--- src/rtl/esm_pkg.sv ---
// Shared types and helpers for the ESM instruction buffer and its dependency core.
// Slot vectors are declared [0:bs-1] so that bit i always names slot i on both sides.
package esm_pkg;

    typedef enum logic [1:0] {
        S_IDLE   = 2'd0,
        S_ISSUE  = 2'd1,
        S_SETTLE = 2'd2
    } esm_state_e;

    function automatic int unsigned idx_width(input int unsigned depth);
        return (depth > 1) ? $clog2(depth) : 1;
    endfunction

endpackage

--- src/rtl/esm_free_slot_enc.sv ---
// Lowest-zero priority encoder over the slot valid vector.
module esm_free_slot_enc
    import esm_pkg::*;
#(
    parameter int unsigned bs = 16,
    parameter int unsigned IW = idx_width(bs)
) (
    input  logic [0:bs-1]   valid_entries,
    output logic [IW-1:0]   index,
    output logic            found
);

    // Scan from the top down so the last hit is the lowest free slot.
    always_comb begin
        index = '0;
        found = 1'b0;
        for (int i = bs - 1; i >= 0; i--) begin
            if (!valid_entries[i]) begin
                index = IW'(i);
                found = 1'b1;
            end
        end
    end

endmodule

--- src/rtl/esm_buffer_ctrl.sv ---
// Instruction buffer in front of the ESM dependency core: fills the lowest free slot from
// fetch, reports each write to the core and issues the core's chosen slot downstream.
module esm_buffer_ctrl
    import esm_pkg::*;
#(
    parameter int unsigned Instruction_word_size = 32,
    parameter int unsigned bs = 16,
    localparam int unsigned IW = idx_width(bs)
) (
    input  logic                             clk,
    input  logic                             rst,
    input  logic                             flush,
    input  logic                             in_valid,
    input  logic [Instruction_word_size-1:0] in_instr,
    output logic                             in_ready,
    output logic [Instruction_word_size-1:0] core_instr,
    output logic [IW-1:0]                    buffer_index,
    output logic                             core_strobe,
    output logic [0:bs-1]                    valid_entries,
    input  logic [IW-1:0]                    sched_index,
    input  logic                             sched_valid,
    output logic                             issue_valid,
    output logic [Instruction_word_size-1:0] issue_instr,
    output logic [IW-1:0]                    issue_index,
    input  logic                             issue_ready,
    output logic [IW:0]                      occupancy,
    output logic                             full,
    output logic                             empty
);

    logic [Instruction_word_size-1:0] buf_mem [bs];
    logic [0:bs-1]                    valid_d;
    logic [IW:0]                      occ_d;
    logic [IW-1:0]                    free_idx;
    logic                             free_found;
    logic                             accept;
    logic                             retire;
    esm_state_e                       state;

    esm_free_slot_enc #(
        .bs (bs),
        .IW (IW)
    ) u_free_slot_enc (
        .valid_entries (valid_entries),
        .index         (free_idx),
        .found         (free_found)
    );

    assign in_ready = ~full & ~flush;
    assign accept   = in_valid & in_ready & free_found;
    assign retire   = (state == S_ISSUE) & issue_ready & ~flush;

    // The free slot comes from the pre-retire vector, so a retiring slot is never refilled
    // in the same cycle.
    always_comb begin
        valid_d = valid_entries;
        if (retire) valid_d[issue_index] = 1'b0;
        if (accept) valid_d[free_idx] = 1'b1;
        occ_d = '0;
        for (int i = 0; i < bs; i++) begin
            occ_d = occ_d + {{IW{1'b0}}, valid_d[i]};
        end
    end

    always_ff @(posedge clk) begin
        if (accept) buf_mem[free_idx] <= in_instr;
    end

    always_ff @(posedge clk) begin
        if (rst) begin
            valid_entries <= '0;
            occupancy     <= '0;
            full          <= 1'b0;
            empty         <= 1'b1;
            core_strobe   <= 1'b0;
            core_instr    <= '0;
            buffer_index  <= '0;
            issue_valid   <= 1'b0;
            issue_index   <= '0;
            issue_instr   <= '0;
            state         <= S_IDLE;
        end else if (flush) begin
            valid_entries <= '0;
            occupancy     <= '0;
            full          <= 1'b0;
            empty         <= 1'b1;
            core_strobe   <= 1'b0;
            issue_valid   <= 1'b0;
            state         <= S_IDLE;
        end else begin
            valid_entries <= valid_d;
            occupancy     <= occ_d;
            full          <= &valid_d;
            empty         <= ~|valid_d;
            core_strobe   <= accept;
            if (accept) begin
                core_instr   <= in_instr;
                buffer_index <= free_idx;
            end
            unique case (state)
                S_IDLE: begin
                    if (sched_valid && valid_entries[sched_index]) begin
                        issue_valid <= 1'b1;
                        issue_index <= sched_index;
                        issue_instr <= buf_mem[sched_index];
                        state       <= S_ISSUE;
                    end
                end
                S_ISSUE: begin
                    if (issue_ready) begin
                        issue_valid <= 1'b0;
                        state       <= S_SETTLE;
                    end
                end
                // One dead cycle so the registered scheduler sees the retired slot.
                S_SETTLE: state <= S_IDLE;
                default:  state <= S_IDLE;
            endcase
        end
    end

endmodule

--- config.mk ---
export PLATFORM = sky130hd
export DESIGN_NAME = esm_buffer_ctrl
export DESIGN_NICKNAME = d
export VERILOG_FILES = /design/src/rtl/esm_pkg.sv /design/src/rtl/esm_free_slot_enc.sv /design/src/rtl/esm_buffer_ctrl.sv
export SDC_FILE = /design/constraint.sdc
export NUM_CORES = 1
export LEC_CHECK = 0
export ABC_AREA = 1
export BUFFER_PORTS_ARGS = -buffer_cell sky130_fd_sc_hd__buf_2
export CORE_UTILIZATION = 60
export DETAILED_ROUTE_END_ITERATION = 6
export PLACE_DENSITY = 0.89
export SLEW_MARGIN = 10
export SYNTH_ARGS = -nofsm -noshare
export SYNTH_HDL_FRONTEND = slang
export SYNTH_SLANG_ARGS = --single-unit
--- constraint.sdc ---
create_clock -name clk -period 13.7 [get_ports clk]
set_input_delay 2.055 -clock clk [delete_from_list [all_inputs] [get_ports clk]]
set_output_delay 2.055 -clock clk [all_outputs]
set_load 0.01 [all_outputs]
== After elaboration in Yosys (flattened, before gate mapping) ==
Memories as Yosys holds them, arrays and structs flattened. A register that Yosys moved wholly into a read port is not among the register bits.
Index checks and enable logic that the tools add are counted.
Storage, ports and cells
  bits in registers: 67
  bits in writable memories: 512
  logic and storage cells: 109
  memories kept: 1
Cells by class
  add/subtract/negate cells: 15
  magnitude comparators: 5
  eq/ne operators: 3
  multiplexer cells: 49
  bitwise operators: 13
  reduce and logical (&&, ||, !) cells: 13
Memories
  buf_mem: words 16, width 32, read ports 1, clocked after memory_dff 1, write ports 1, line esm_buffer_ctrl.sv:31  | logic [Instruction_word_size-1:0] buf_mem [bs];
Operators with widths (number)
  4-bit two-way mux: 16
  5-bit by 1-bit adder with 5-bit output: 11
  16-bit two-way mux: 2
  1-bit two-way mux: 24
  16-bit AND: 1
  16-bit inverter: 1
  16-bit OR: 1
  16-bit AND reduction: 1
  16-bit OR reduction: 1
  5-bit >= comparator (second input constant): 3
  4-bit inverter with 5-bit output: 3
  5-bit by 1-bit less-than comparator with 1-bit output (second input constant): 2
  1-bit demux with 4-bit select: 2
  3-bit AND reduction: 2
  4-bit by 1-bit adder with 5-bit output: 1
  1-bit AND: 5
  3-bit by 1-bit adder with 4-bit output: 1
  1-bit binary-select mux with 4-bit select: 1
  2-bit two-way mux: 2
  2-bit != test (second input constant): 2
  2-bit one-hot mux with 2 select lines: 1
  2-bit AND reduction: 2
  2-bit by 1-bit adder with 3-bit output: 1
  1-bit logical AND: 3
  8 further kinds: 9

== Logic depth before layout (Yosys ltp) ==
  word-level depth: 38
  mapped depth: 33
  depth with buffers taken out: 33

== Cells and area by module ==
Synthesis repeated with hierarchy kept, for this count alone.
Unflattened totals
  cell total of the unflattened synthesis: 2327
  area total of the unflattened synthesis: 25065.3 um^2
Modules (own cells, without submodules)
  esm_buffer_ctrl: times used 1, cells an instance 2289, area an instance 24900.1 um^2, sequential area each 17356.6 um^2
  esm_free_slot_enc: times used 1, cells an instance 38, area an instance 165.2 um^2, sequential area each 0.0 um^2

== Worst setup path after synthesis ==
Ideal clock, no wire load.
  path type: input to register
  start: input port flush
  end: register occupancy[2]
  library setup time: 0.119 ns
  arrival time: 7.283 ns
  data required time: 13.581 ns
  setup slack: 6.297 ns
  cell stages on the path: 21
  path buffers: 0
  cell sequence: nor2_1 nand2_1 inv_1 nand2_4 inv_2 nand2_2 nor2_2 inv_1 nor2_1 inv_1 nand2_1 fa_1 inv_1 fa_1 fa_1 inv_1 fa_1 ha_1 fa_1 o21ai_0 a21oi_1
RTL lines
  from (decl): line esm_buffer_ctrl.sv:12  | input logic flush,
  1-bit inverter (no line) *
  1-bit AND (on tied branches): line esm_buffer_ctrl.sv:51, esm_buffer_ctrl.sv:49
  16-bit two-way mux / 1-bit AND (equally long branches): line esm_buffer_ctrl.sv:57, esm_buffer_ctrl.sv:50
  16-bit OR (no line) / 1-bit AND (equally long branches)
  16-bit two-way mux *: line esm_buffer_ctrl.sv:58  | if (accept) valid_d[free_idx] = 1'b1;
  net valid_d (one bit): line esm_buffer_ctrl.sv:32  | logic [0:bs-1] valid_d;
  5-bit by 1-bit adder with 5-bit output *: line esm_buffer_ctrl.sv:61  | occ_d = occ_d + {{IW{1'b0}}, valid_d[i]};
  to (signal assigned): line esm_buffer_ctrl.sv:72  | occupancy <= '0;
  to (signal assigned): line esm_buffer_ctrl.sv:84  | occupancy <= '0;
  to (signal assigned): line esm_buffer_ctrl.sv:92  | occupancy <= occ_d;
  to (decl): line esm_buffer_ctrl.sv:26  | output logic [IW:0] occupancy,
Mark *: on every way through the listed nets, which the timed path passes. The rest lies on a longest branch.
A chain may end at the register's enable or synchronous reset.

== Worst setup path after layout ==
  start: input port flush
  end: register occupancy[4]
Same word-level chain as after synthesis.

==> flow_metrics.py <==
metrics = {
    "power": {
        "ir_drop_mv": 0.107,
        "p_total_mw": 3.84,
        "power_density_mw_per_mm2": 142,
        "p_leak_nw": 9.45,
    },
    "logic_synthesis": {
        "ys_types": 34,
        "synth_edf_count": 512,
        "synth.yosys.warnings": 0,
        "synthFlopType": "edfxtp_1",
        "ys_seq_elements": 611,
        "yosysSeqAreaShare_pct": 72.1,
        "synth-async-reset-ratio_pct": 0,
        "syn_area_mm2": 0.0241,
        "syn_area_per_cell_um2": 12.0,
        "synth_cells": 2012,
        "syn-num-nets": 2071,
    },
    "floorplan": {
        "start_util_pct": 60.7,
        "ios": 140,
        "coreArea_mm2": 0.0396,
        "die_h_um": 202,
        "num_rows": 73,
        "die-area_mm2": 0.0409,
        "die_w_um": 202,
    },
    "timing": {
        "hold_viol": 0,
        "fin_tns_setup_ps": 0,
        "tightest_slew_ps": 1220,
        "setup_violations": 0,
        "clock-skew-final_ps": 13.6,
        "min_period_over_period_pct": 54.3,
        "drv_slew": 0,
        "min_period_ps": 7440,
        "slew_headroom_pct": 18.8,
        "rsz0062_at_grt": "no",
        "max_freq_ghz": 0.134,
        "fin_ws_ps": 6260,
        "fin_hold_ws_ps": 468,
    },
    "drt": {
        "ant_nets": 0,
        "post-route-drc-count": 0,
        "wl_mm": 62.6,
        "first_iter_violations": 2412,
        "route.vias.total": 17200,
        "vias_per_cell": 6.43,
        "post_drt_wl_per_cell_um": 23.4,
        "firstDrtPassIters": 6,
    },
    "global_route": {
        "grt_pass1_wl_mm": 94.5,
        "grt_use_total_pct": 30.4,
        "grt_pass1_vias": 16900,
        "grt_overflow": 0,
        "grt_max_degree": 106,
        "antenna_found_initial": 1,
    },
    "finish": {
        "finalNonFillerCells": 2679,
        "syn_to_final_growth_pct": 12.3,
        "num-nets-final": 2164,
        "design_area_mm2": 0.0270,
        "drive_above_1_share_pct": 13.2,
        "fin_util_pct": 68.2,
    },
    "clock_tree": {
        "cts.clk_slew.worst_paths_ps": 60,
        "postCtsHoldBufs": 0,
        "cts_inserted_buffers": 56,
        "clk_path_buf_depth": 3,
        "clock-sinks": 611,
        "cts-root-buf": "clkbuf_16",
        "clk_latency_ps": 620,
        "cts.repair.resized": 0,
        "ctsHtreeMaxLevel": 2,
        "post_cts_buffers": 0,
        "cts_tree": "done",
    },
    "min_path": {
        "hp-start": "issue_instr[13]$_SDFFE_PP0P_",
        "holdPathEnd": "issue_instr[13]$_SDFFE_PP0P_",
        "hold_depth": 2,
        "holdCritPathClass": "reg -> reg",
    },
    "worst_setup_path": {
        "worstReg2RegEnd": "occupancy[4]$_SDFF_PP0_",
        "reg2regPathDepth": 22,
        "reg2reg_slack_ps": 7360,
        "worstSetupStartpointType": "input port",
        "path_class": "in -> reg",
        "critPathRequiredTime_ps": 14170,
        "crit_fanout": 40,
        "rr_startpoint": "valid_entries[0]$_SDFF_PP0_",
        "setup.worst_path.end_class": "flip-flop",
        "critPathArrivalTime_ps": 7910,
    },
    "placement": {
        "place_congestion": 0.941,
        "place_ws_ps": 5730,
        "placed_cells": 2572,
        "dpl_cell_area_mm2": 0.0252,
        "port_buffers": 139,
        "hpwl_mm": 32.5,
    },
    "outcome": {
        "status": "finished, final reports clean",
    },
    "flow_run": {
        "cap_violations": 0,
    },
}
## cell type report
cell class / instances / area (um^2)
Inverter: 62 / 238
Multi-Input combinational cell: 1207 / 5980
Clock inverter: 26 / 265
Antenna cell: 2 / 5.00
Sequential cell: 611 / 17400
Clock buffer: 79 / 1610
Tap cell: 525 / 657
Fill cell: 2640 / 12600
Timing Repair Buffer: 167 / 915
## cell families after synthesis
kind of cell	Yosys count	synth area share, %
adders and majority gates	17	1.20
buffers and inverters	194	3.18
AOI/OAI and AO/OA	597	13.6
and+or+nand+nor	593	9.95
DFF	611	72.1
## cells in the final DEF, fill, tap and decap left out, types with 22 or more instances in the layout
cell type    n
edfxtp_1   512
nor2_1     474
o21ai_0    407
o22ai_1    137
buf_2      137
dfxtp_1     99
clkbuf_16   60
nand2_1     57
inv_1       56
buf_4       29
a21oi_1     26
nand3_1     22
## critical path: stages
cell	delay (ps)
buf_2	130
nor2_1	120
nand2_1	90
inv_1	100
nand2_4	280
inv_2	840
nand2_2	160
nor2_2	280
inv_1	120
nor2_4	110
buf_4	470
inv_1	90
nand2_1	150
fa_1	430
inv_1	80
fa_1	420
fa_1	490
inv_1	50
fa_1	450
ha_1	250
fa_1	470
a21oi_1	160
nor3_1	50
## state kept, by name, indices dropped and copies added (netlist names)
name           cells
issue_index        4
state              2
empty              1
core_instr        32
core_strobe        1
full               1
issue_valid        1
valid_entries     16
occupancy          5
issue_instr       32
buf_mem          512
buffer_index       4
## synthesized netlist by cell type, types with 2 or more instances
| library cell | number | share of area [%] |
|---|---|---|
| edfxtp_1 | 512 | 64 |
| nor2_1 | 476 | 7.4 |
| o21ai_0 | 407 | 8.5 |
| o22ai_1 | 137 | 3.6 |
| clkbuf_1 | 114 | 1.8 |
| dfxtp_1 | 99 | 8.2 |
| inv_1 | 58 | 0.90 |
| nand2_1 | 57 | 0.89 |
| a21oi_1 | 26 | 0.54 |
| nand3_1 | 22 | 0.46 |
| o221ai_1 | 17 | 0.62 |
| buf_2 | 11 | 0.23 |
| fa_1 | 10 | 0.83 |
| nand2_2 | 9 | 0.23 |
| ha_1 | 7 | 0.36 |
| nand4_1 | 7 | 0.18 |
| nor3_1 | 5 | 0.10 |
| buf_1 | 4 | 0.062 |
| nand2_4 | 4 | 0.19 |
| nand3_2 | 4 | 0.17 |
| nor2_2 | 4 | 0.10 |
| o32ai_1 | 4 | 0.15 |
| inv_2 | 3 | 0.047 |
| o211ai_1 | 3 | 0.094 |
| clkbuf_8 | 2 | 0.11 |
| nand4_2 | 2 | 0.10 |
## per-layer routing
| layer | vias to the layer above | GRT usage (%) | wire length (um) |
|---|---|---|---|
| met5 | - | 0 | 0 |
| met4 | 0 | 15.0 | 2590 |
| met3 | 219 | 5.16 | 7470 |
| met2 | 1342 | 49.2 | 30100 |
| met1 | 8199 | 39.9 | 22500 |
| li1 | 7454 | - | - |
## how the worst max path moves through the flow
stage | from | to | slack (ps) | cells after the start
floorplan | flush | occupancy[2]$_SDFF_PP0_ | 6300 | 21
global placement | flush | occupancy[4]$_SDFF_PP0_ | 5860 | 23
detailed placement | flush | occupancy[4]$_SDFF_PP0_ | 5730 | 23
CTS | flush | occupancy[4]$_SDFF_PP0_ | 6330 | 23
global route | flush | occupancy[4]$_SDFF_PP0_ | 5950 | 23
finish | flush | occupancy[4]$_SDFF_PP0_ | 6260 | 23
## power by group
group / total [mW] / switching (mW) / internal, mW
sequential: 2.04 / 0.00875 / 2.03
combinational: 0.218 / 0.159 / 0.0589
clock: 1.59 / 0.675 / 0.914
No activity file was read; power rests on OpenSTA's default activity.
